## src/rtl/sys_defs_pkg.sv

```systemverilog
// Shared processor definitions: CDB payload, CDB source ids and arbiter sizing.
package sys_defs;

  localparam int unsigned XLEN        = 32;
  localparam int unsigned ROB_TAG_W   = 5;
  localparam int unsigned N_CDB_SRC   = 3;
  localparam int unsigned CDB_Q_DEPTH = 2;

  typedef struct packed {
    logic                 valid;
    logic [XLEN-1:0]      value;
    logic [ROB_TAG_W-1:0] rob_tag;
  } CDB_DATA;

  typedef enum logic [1:0] {
    CDB_SRC_ALU  = 2'd0,
    CDB_SRC_ADDR = 2'd1,
    CDB_SRC_LOAD = 2'd2
  } CDB_SRC;

endpackage

```

## src/rtl/cdb_src_queue.sv

```systemverilog
// Single-source FIFO of CDB results; caller guarantees no push when full
// and no pop when empty.
module cdb_src_queue
  import sys_defs::*;
#(
  parameter int unsigned Q_DEPTH = CDB_Q_DEPTH
) (
  input  logic                         clock,
  input  logic                         reset_n,
  input  logic                         squash,
  input  logic                         push,
  input  CDB_DATA                      push_data,
  input  logic                         pop,
  output CDB_DATA                      head,
  output logic [$clog2(Q_DEPTH+1)-1:0] count
);

  localparam int unsigned CNT_W = $clog2(Q_DEPTH + 1);
  localparam int unsigned PTR_W = (Q_DEPTH > 1) ? $clog2(Q_DEPTH) : 1;

  CDB_DATA          mem [Q_DEPTH];
  logic [PTR_W-1:0] rd_ptr;
  logic [PTR_W-1:0] wr_ptr;

  function automatic logic [PTR_W-1:0] bump(input logic [PTR_W-1:0] p);
    return (p == PTR_W'(Q_DEPTH - 1)) ? '0 : p + PTR_W'(1);
  endfunction

  // Pointer and occupancy state; squash empties the queue outright.
  always_ff @(posedge clock or negedge reset_n) begin
    if (!reset_n) begin
      rd_ptr <= '0;
      wr_ptr <= '0;
      count  <= '0;
    end else if (squash) begin
      rd_ptr <= '0;
      wr_ptr <= '0;
      count  <= '0;
    end else begin
      if (push) wr_ptr <= bump(wr_ptr);
      if (pop)  rd_ptr <= bump(rd_ptr);
      case ({push, pop})
        2'b10:   count <= count + CNT_W'(1);
        2'b01:   count <= count - CNT_W'(1);
        default: count <= count;
      endcase
    end
  end

  always_ff @(posedge clock) begin
    if (push && !squash) mem[wr_ptr] <= push_data;
  end

  assign head = mem[rd_ptr];

endmodule

```

## src/rtl/cdb_arbiter.sv

```systemverilog
// Round-robin scheduler sharing the Common Data Bus between result producers,
// with per-source queues and a registered broadcast.
module cdb_arbiter
  import sys_defs::*;
#(
  parameter int unsigned N_SRC   = N_CDB_SRC,
  parameter int unsigned Q_DEPTH = CDB_Q_DEPTH
) (
  input  logic                     clock,
  input  logic                     reset_n,
  input  logic                     squash,
  input  CDB_DATA                  src_data [N_SRC],
  output logic [N_SRC-1:0]         src_ready,
  output CDB_DATA                  cdb_out,
  output logic [$clog2(N_SRC)-1:0] cdb_src_id,
  output logic                     all_empty
);

  localparam int unsigned SRC_W = $clog2(N_SRC);
  localparam int unsigned CNT_W = $clog2(Q_DEPTH + 1);

  logic [CNT_W-1:0] count [N_SRC];
  CDB_DATA          head  [N_SRC];
  logic [N_SRC-1:0] push;
  logic [N_SRC-1:0] pop;
  logic [N_SRC-1:0] req;
  logic [SRC_W-1:0] rr_ptr;
  logic [SRC_W-1:0] grant_idx;
  logic             grant_valid;

  for (genvar i = 0; i < N_SRC; i++) begin : g_src
    assign req[i]       = (count[i] != '0);
    assign src_ready[i] = (count[i] < CNT_W'(Q_DEPTH));
    assign push[i]      = src_data[i].valid & src_ready[i];
    assign pop[i]       = grant_valid & (grant_idx == SRC_W'(i));

    cdb_src_queue #(
      .Q_DEPTH (Q_DEPTH)
    ) u_queue (
      .clock     (clock),
      .reset_n   (reset_n),
      .squash    (squash),
      .push      (push[i]),
      .push_data (src_data[i]),
      .pop       (pop[i]),
      .head      (head[i]),
      .count     (count[i])
    );
  end

  assign all_empty = ~|req;

  // First non-empty source at or after rr_ptr, wrapping.
  always_comb begin : pick
    int unsigned idx;
    grant_valid = 1'b0;
    grant_idx   = '0;
    idx         = 0;
    for (int unsigned k = 0; k < N_SRC; k++) begin
      idx = (32'(rr_ptr) + k) % N_SRC;
      if (!grant_valid && req[SRC_W'(idx)]) begin
        grant_valid = 1'b1;
        grant_idx   = SRC_W'(idx);
      end
    end
  end

  // Broadcast register; payload and source id hold when idle.
  always_ff @(posedge clock or negedge reset_n) begin
    if (!reset_n) begin
      cdb_out    <= '0;
      cdb_src_id <= '0;
      rr_ptr     <= '0;
    end else if (squash) begin
      cdb_out.valid <= 1'b0;
      rr_ptr        <= '0;
    end else if (grant_valid) begin
      cdb_out    <= '{valid:   1'b1,
                      value:   head[grant_idx].value,
                      rob_tag: head[grant_idx].rob_tag};
      cdb_src_id <= grant_idx;
      rr_ptr     <= (grant_idx == SRC_W'(N_SRC - 1)) ? '0 : grant_idx + SRC_W'(1);
    end else begin
      cdb_out.valid <= 1'b0;
    end
  end

endmodule
```

## config.mk

```make
export PLATFORM = sky130hd
export DESIGN_NAME = cdb_arbiter
export DESIGN_NICKNAME = d
export VERILOG_FILES = /design/src/rtl/sys_defs_pkg.sv /design/src/rtl/cdb_src_queue.sv /design/src/rtl/cdb_arbiter.sv
export SDC_FILE = /design/constraint.sdc
export NUM_CORES = 1
export LEC_CHECK = 0
export ABC_AREA = 1
export CELL_PAD_IN_SITES_DETAIL_PLACEMENT = 0
export CELL_PAD_IN_SITES_GLOBAL_PLACEMENT = 1
export CORE_ASPECT_RATIO = 0.9
export CORE_MARGIN = 4
export CORE_UTILIZATION = 40
export DETAILED_ROUTE_END_ITERATION = 6
export PLACE_DENSITY = 0.75
export SYNTH_ARGS = -nofsm -noshare
export SYNTH_HDL_FRONTEND = slang
export SYNTH_SLANG_ARGS = --single-unit
```

## constraint.sdc

```tcl
create_clock -name clock -period 6.7 [get_ports clock]
set_clock_uncertainty 0.1 [all_clocks]
set_input_delay 1.34 -clock clock [delete_from_list [all_inputs] [get_ports clock]]
set_output_delay 1.34 -clock clock [all_outputs]
set_load 0.01 [all_outputs]
```

==> flow_summary.json, run 1 <==
{
  "worstMarginPinSlew_ns": 1.16,
  "synth_edf_count": 222,
  "fmax_mhz": 292,
  "ff_latch_area_um2": 8020,
  "clk_latency_ns": 0.54,
  "ant_nets": 0,
  "irDropWorstVdd_uv": 245,
  "areaGrowthSynthToFinish_pct": 25.2,
  "syn_inst": 875,
  "drt_iter0_drc": 711,
  "synth_warnings": 0,
  "post_cts_buffers": 0,
  "critPathRequiredTime_ns": 5.26,
  "placed_area_um2": 12900,
  "fill_cells": 2317,
  "finalHoldViolCount": 0,
  "cp_max_fo": 5,
  "die_w_um": 183,
  "syn-cell-area_um2": 11000,
  "syn_avg_cell_area_um2": 12.6,
  "hold_path.class": "reg -> reg",
  "final_util": 0.510,
  "worst_slack_ns": 3.27,
  "powerDensity_nw_per_um2": 441,
  "drt_pass1_iterations": 5,
  "grt_max_degree": 62,
  "nets": 1143,
  "vias_per_cell": 5.14,
  "p_clk_frac": 0.251,
  "synth_top_area_frac": 0.604,
  "power.total_mw": 6.09,
  "p_leak_nw": 4.94,
  "crit_path_start_kind": "flop",
  "seq_area_frac_synth": 0.726,
  "drc": 0,
  "synth_area_leaders": "edfxtp_1 60%, dfrtp_1 12%, nand2_1 6.7%, nand3_1 5.0%, o211ai_1 2.5%",
  "critical_path_class": "reg -> out",
  "syn_nets": 995,
  "start_util": 0.407,
  "yosysTopAreaCell": "edfxtp_1",
  "setup.worst_path.end_class": "primary output",
  "overflow": 0,
  "core-area_um2": 27100,
  "clk_pin_slew_ns": 0.06,
  "htreeDepth": 1,
  "die_h_um": 166,
  "wl_per_cell_um": 19.8,
  "dp.cells": 1347,
  "holdWs_ns": 0.409,
  "drv_cap": 0,
  "clockRootBuffer": "clkbuf_16",
  "worstPathArrival_ns": 1.99,
  "place_worst_setup_slack_ns": 2.97,
  "p_sw_frac": 0.374,
  "track_usage": 0.181,
  "grt_pass1_vias": 7090,
  "setup_viol_count_final": 0,
  "rsz0062_at_grt": "false",
  "final_area_um2": 13800,
  "slew_headroom": 0.226,
  "period_share": 0.512,
  "io-pin-count": 161,
  "ctsResizeCount": 0,
  "port_buffers": 160,
  "synth_ff_type": "edfxtp_1",
  "antenna_found_initial": 0,
  "die_area_um2": 30300,
  "synthArstFlopShare": 0.196,
  "numCtsBuffers": 28,
  "multi_input_area_um2": 2700,
  "num_rows": 57,
  "via_count": 7192,
  "period_minus_slack_ns": 3.43,
  "finalMaxSlewViolations": 0,
  "fin_cells": 1399,
  "grt_pass1_wl_mm": 42.1,
  "drive_above_1_share": 0.119,
  "tritoncts": "yes",
  "seq_power_share": 0.386,
  "clockBufferDepth": 3,
  "diodes": 0,
  "routed_wl_mm": 27.7,
  "fin_setup_tns_ns": 0,
  "comb_power_share": 0.364,
  "outcome": "finished clean",
  "ys_types": 31,
  "holdBufCountCts": 0,
  "synth-seq-cells": 276,
  "cts_num_sinks": 276,
  "hpwl_mm": 17.2,
  "p_int_mw": 3.81,
  "switching_power_mw": 2.28,
  "routabilityCongestion": 0.759
}
-- synthesized netlist by cell type, types with 3 or more instances --
master,number
edfxtp_1,222
nand2_1,198
nand3_1,110
dfrtp_1,54
nor2_1,48
a31oi_1,37
o211ai_1,37
or2_2,37
clkbuf_1,21
inv_1,19
a21oi_1,10
buf_2,10
inv_2,7
nand3_2,7
o21ai_0,7
buf_4,6
buf_6,6
mux2i_1,6
o22ai_1,5
nand2_2,4
nand4_1,4
buf_1,3
ha_1,3
nor2_4,3
-- flip-flops by register name, summed over array words and instances, names as in the netlist --
signal,cells
cdb_out,38
rr_ptr,2
g_src.u_queue.count,6
g_src.u_queue.mem,222
g_src.u_queue.wr_ptr,3
cdb_src_id,2
g_src.u_queue.rd_ptr,3
-- area by class of cell --
| cell class | count | area share |
|---|---|---|
| Clock inverter | 18 | 0.0124 |
| Tap cell | 354 | 0.0321 |
| Timing Repair Buffer | 165 | 0.118 |
| Sequential cell | 276 | 0.581 |
| Clock buffer | 34 | 0.0538 |
| Multi-Input combinational cell | 526 | 0.196 |
| Inverter | 26 | 0.00706 |
-- path summary, 6_finish.rpt --
kind,cells past startpoint,startpoint,slack (ns),end
max,4,g_src[1].u_queue.count[1],3.27,all_empty
min,2,g_src[2].u_queue.count[0],0.41,g_src[2].u_queue.count[0]
max reg2reg,15,rr_ptr[0],3.40,g_src[1].u_queue.count[0]
min reg2reg,2,g_src[2].u_queue.count[0],0.41,g_src[2].u_queue.count[0]
max in group asynchronous,1,reset_n,5.15,g_src[2].u_queue.rd_ptr
min in group asynchronous,1,reset_n,0.78,g_src[0].u_queue.count[0]
-- power groups by stage --
| stage | combinational [mW] | clock, mW | sequential, mW |
|---|---|---|---|
| finish | 2.22 | 1.53 | 2.35 |
| global placement | 2.20 | 0 | 2.39 |
| CTS | 2.26 | 1.55 | 2.35 |
| global route | 2.49 | 1.64 | 2.38 |
| detailed placement | 2.24 | 0 | 2.38 |
| floorplan | 1.52 | 0 | 2.32 |
-- metal layers --
metal | up-vias | part of all wire | global-route usage
met5 | - | 0 | 0
met4 | 0 | 0.018 | 0.0413
met3 | 31 | 0.066 | 0.0313
met2 | 245 | 0.46 | 0.281
met1 | 3481 | 0.46 | 0.270
li1 | 3435 | - | -
-- cells in the final DEF, fill, tap and decap left out, types with 19 or more instances in the layout --
master | Yosys | final
a31oi_1 | 37 | 37
clkbuf_16 | 0 | 28
clkdlybuf4s50_1 | 0 | 159
dfrtp_1 | 54 | 51
edfxtp_1 | 222 | 222
inv_1 | 19 | 19
nand2_1 | 198 | 197
nand3_1 | 110 | 110
nor2_1 | 48 | 42
o211ai_1 | 37 | 37
or2_2 | 37 | 37
-- kinds of logic (layout without fill, tap and decap cells) --
kind of cell	after synthesis	count (layout)	synth area share
flip-flops	276	276	0.726
AO/OA/AOI/OAI	100	100	0.0592
multiplexers	6	6	0.00544
adder cells (fa/ha/maj)	3	3	0.00340
AND/OR/NAND/NOR	417	417	0.173
buffers and inverters	73	243	0.0331
-- worst max-delay path, stage by stage (launching register included) --
cell,delay (ns)
dfrtp_1,0.46
nor2_4,0.17
inv_1,0.09
nor3_1,0.17
clkdlybuf4s50_1,0.57
No activity file was read; power rests on OpenSTA's default activity.
==> run 2: changes to the inputs <==
- clock period: 6.7 -> 3.4 ns (I/O delays scaled with it)
==> flow_summary.json, run 2 (synthesized netlist as in run 1, its figures left out) <==
{
  "ant_nets": 0,
  "overflow": 0,
  "track_usage": 0.182,
  "die_w_um": 183,
  "powerDensity_nw_per_um2": 868,
  "grt_max_degree": 77,
  "layout_commonest_cell": "edfxtp_1",
  "wl_per_cell_um": 19.7,
  "port_buffers": 160,
  "finalMaxSlewViolations": 0,
  "start_util": 0.407,
  "drc": 0,
  "drt_iter0_drc": 456,
  "diodes": 0,
  "cp_max_fo": 25,
  "slowest_stage": "inv_2",
  "numCtsBuffers": 29,
  "irDropWorstVdd_uv": 492,
  "num_rows": 57,
  "clockRootBuffer": "clkbuf_16",
  "die_area_um2": 30300,
  "io-pin-count": 161,
  "grt_pass1_wl_mm": 42.3,
  "routed_wl_mm": 27.8,
  "setup.worst_path.end_class": "flop",
  "clk_pin_slew_ns": 0.06,
  "final_cell_mix": "222 x edfxtp_1, 197 x nand2_1, 159 x clkdlybuf4s50_1",
  "p_clk_frac": 0.251,
  "holdWs_ns": 0.133,
  "largest_reg_flops": 222,
  "nets": 1158,
  "tritoncts": "yes",
  "die_h_um": 166,
  "worst_slack_ns": 0.486,
  "clockBufferDepth": 3,
  "setup_viol_count_final": 0,
  "dp.cells": 1361,
  "slowest_delay_ns": 0.52,
  "p_leak_nw": 5.06,
  "final_area_um2": 14000,
  "top_regs": "g_src.u_queue.mem x222, cdb_out x38, g_src.u_queue.count x6",
  "seq_power_share": 0.367,
  "slew_headroom": 0.215,
  "fin_cells": 1413,
  "vias_per_cell": 5.16,
  "fmax_mhz": 343,
  "switching_power_mw": 4.46,
  "post_cts_buffers": 0,
  "placed_area_um2": 13100,
  "holdBufCountCts": 0,
  "critical_path_class": "reg -> reg",
  "clk_latency_ns": 0.54,
  "outcome": "finished clean",
  "drive_above_1_share": 0.130,
  "path_common_cell": "nand2_1",
  "regMostFlops": "g_src.u_queue.mem",
  "ctsResizeCount": 0,
  "crit_chain": "inv_1 -> ha_1 -> o21ai_1 -> nand2_1 -> nand2_1 -> nor2_4 -> nand3_2 -> nand2_4 -> inv_2 -> nand2_1 -> nand2_1 -> nand2_1 -> nand2_1 -> o21ai_0",
  "drt_pass1_iterations": 5,
  "antenna_found_initial": 1,
  "place_worst_setup_slack_ns": 0.505,
  "routabilityCongestion": 0.781,
  "areaGrowthSynthToFinish_pct": 26.7,
  "critPathRequiredTime_ns": 3.71,
  "htreeDepth": 1,
  "crit_path_start_kind": "flop",
  "fill_cells": 2361,
  "r2r_slack_ns": 0.49,
  "fin_setup_tns_ns": 0,
  "hpwl_mm": 18.0,
  "rsz0062_at_grt": "false",
  "period_share": 0.857,
  "worstPathArrival_ns": 3.22,
  "power.total_mw": 12.1,
  "drv_cap": 0,
  "worstMarginPinSlew_ns": 1.18,
  "p_sw_frac": 0.367,
  "hold_path.class": "in -> async",
  "via_count": 7293,
  "period_minus_slack_ns": 2.91,
  "grt_pass1_vias": 7355,
  "finalHoldViolCount": 0,
  "comb_power_share": 0.382,
  "p_int_mw": 7.69,
  "final_util": 0.516,
  "core-area_um2": 27100,
  "cts_num_sinks": 276
}
==> run 2: changes by cell type in the layout (fill, tap and decap cells not counted), sizes merged <==
| cell | before | now |
|---|---|---|
| clkinv | 11 | 9 |
| inv | 26 | 28 |
| buf | 6 | 20 |
| clkbuf | 34 | 40 |
| bufinv | 2 | 1 |
| clkinvlp | 5 | 0 |
==> run 2: final cells by class <==
| cell class | instances | area [µm²] | area share |
|---|---|---|---|
| inverter | 26 | 97.6 | 0.00698 |
| multi-input combinational | 526 | 2700 | 0.193 |
| clock inverter | 12 | 101 | 0.00725 |
| tap | 354 | 443 | 0.0317 |
| timing repair buffer | 179 | 1790 | 0.128 |
| clock buffer | 40 | 827 | 0.0591 |
| sequential | 276 | 8020 | 0.574 |
==> run 2: routing by layer <==
layer / global-route usage / share of wire
met1: 0.265 / 0.46
met5: 0 / 0.00047
met3: 0.0322 / 0.067
met2: 0.294 / 0.46
met4: 0.0308 / 0.013
==> run 2: final timing paths <==
| kind | startpoint | cells past startpoint | end |
|---|---|---|---|
| min in group clock | cdb_src_id[1] | 2 | cdb_src_id[1] |
| setup / recovery | rr_ptr[0] | 14 | g_src[1].u_queue.count[0] |
| hold reg to reg | cdb_src_id[1] | 2 | cdb_src_id[1] |
| max in group asynchronous | reset_n | 1 | g_src[1].u_queue.rd_ptr |
| setup reg to reg | rr_ptr[0] | 14 | g_src[1].u_queue.count[0] |
| hold / removal | reset_n | 1 | g_src[0].u_queue.count[0] |
==> run 2: critical path, delay by kind of cell (launching register included) <==
kind                       cells  cell delay, ns
adders and majority gates      1            0.39
and+or+nand+nor                9            1.05
DFF                            1            0.34
buffers and inverters          2            0.59
AOI/OAI and AO/OA              2            0.30
==> run 2: power groups by stage <==
stage / sequential [mW] / combinational, mW / clock (mW)
final: 4.46 / 4.64 / 3.04
after global routing: 4.51 / 5.22 / 3.26
after CTS: 4.47 / 4.72 / 3.10
after detailed placement: 4.52 / 4.72 / 0
after global placement: 4.52 / 4.66 / 0
after floorplan: 4.56 / 3.00 / 0
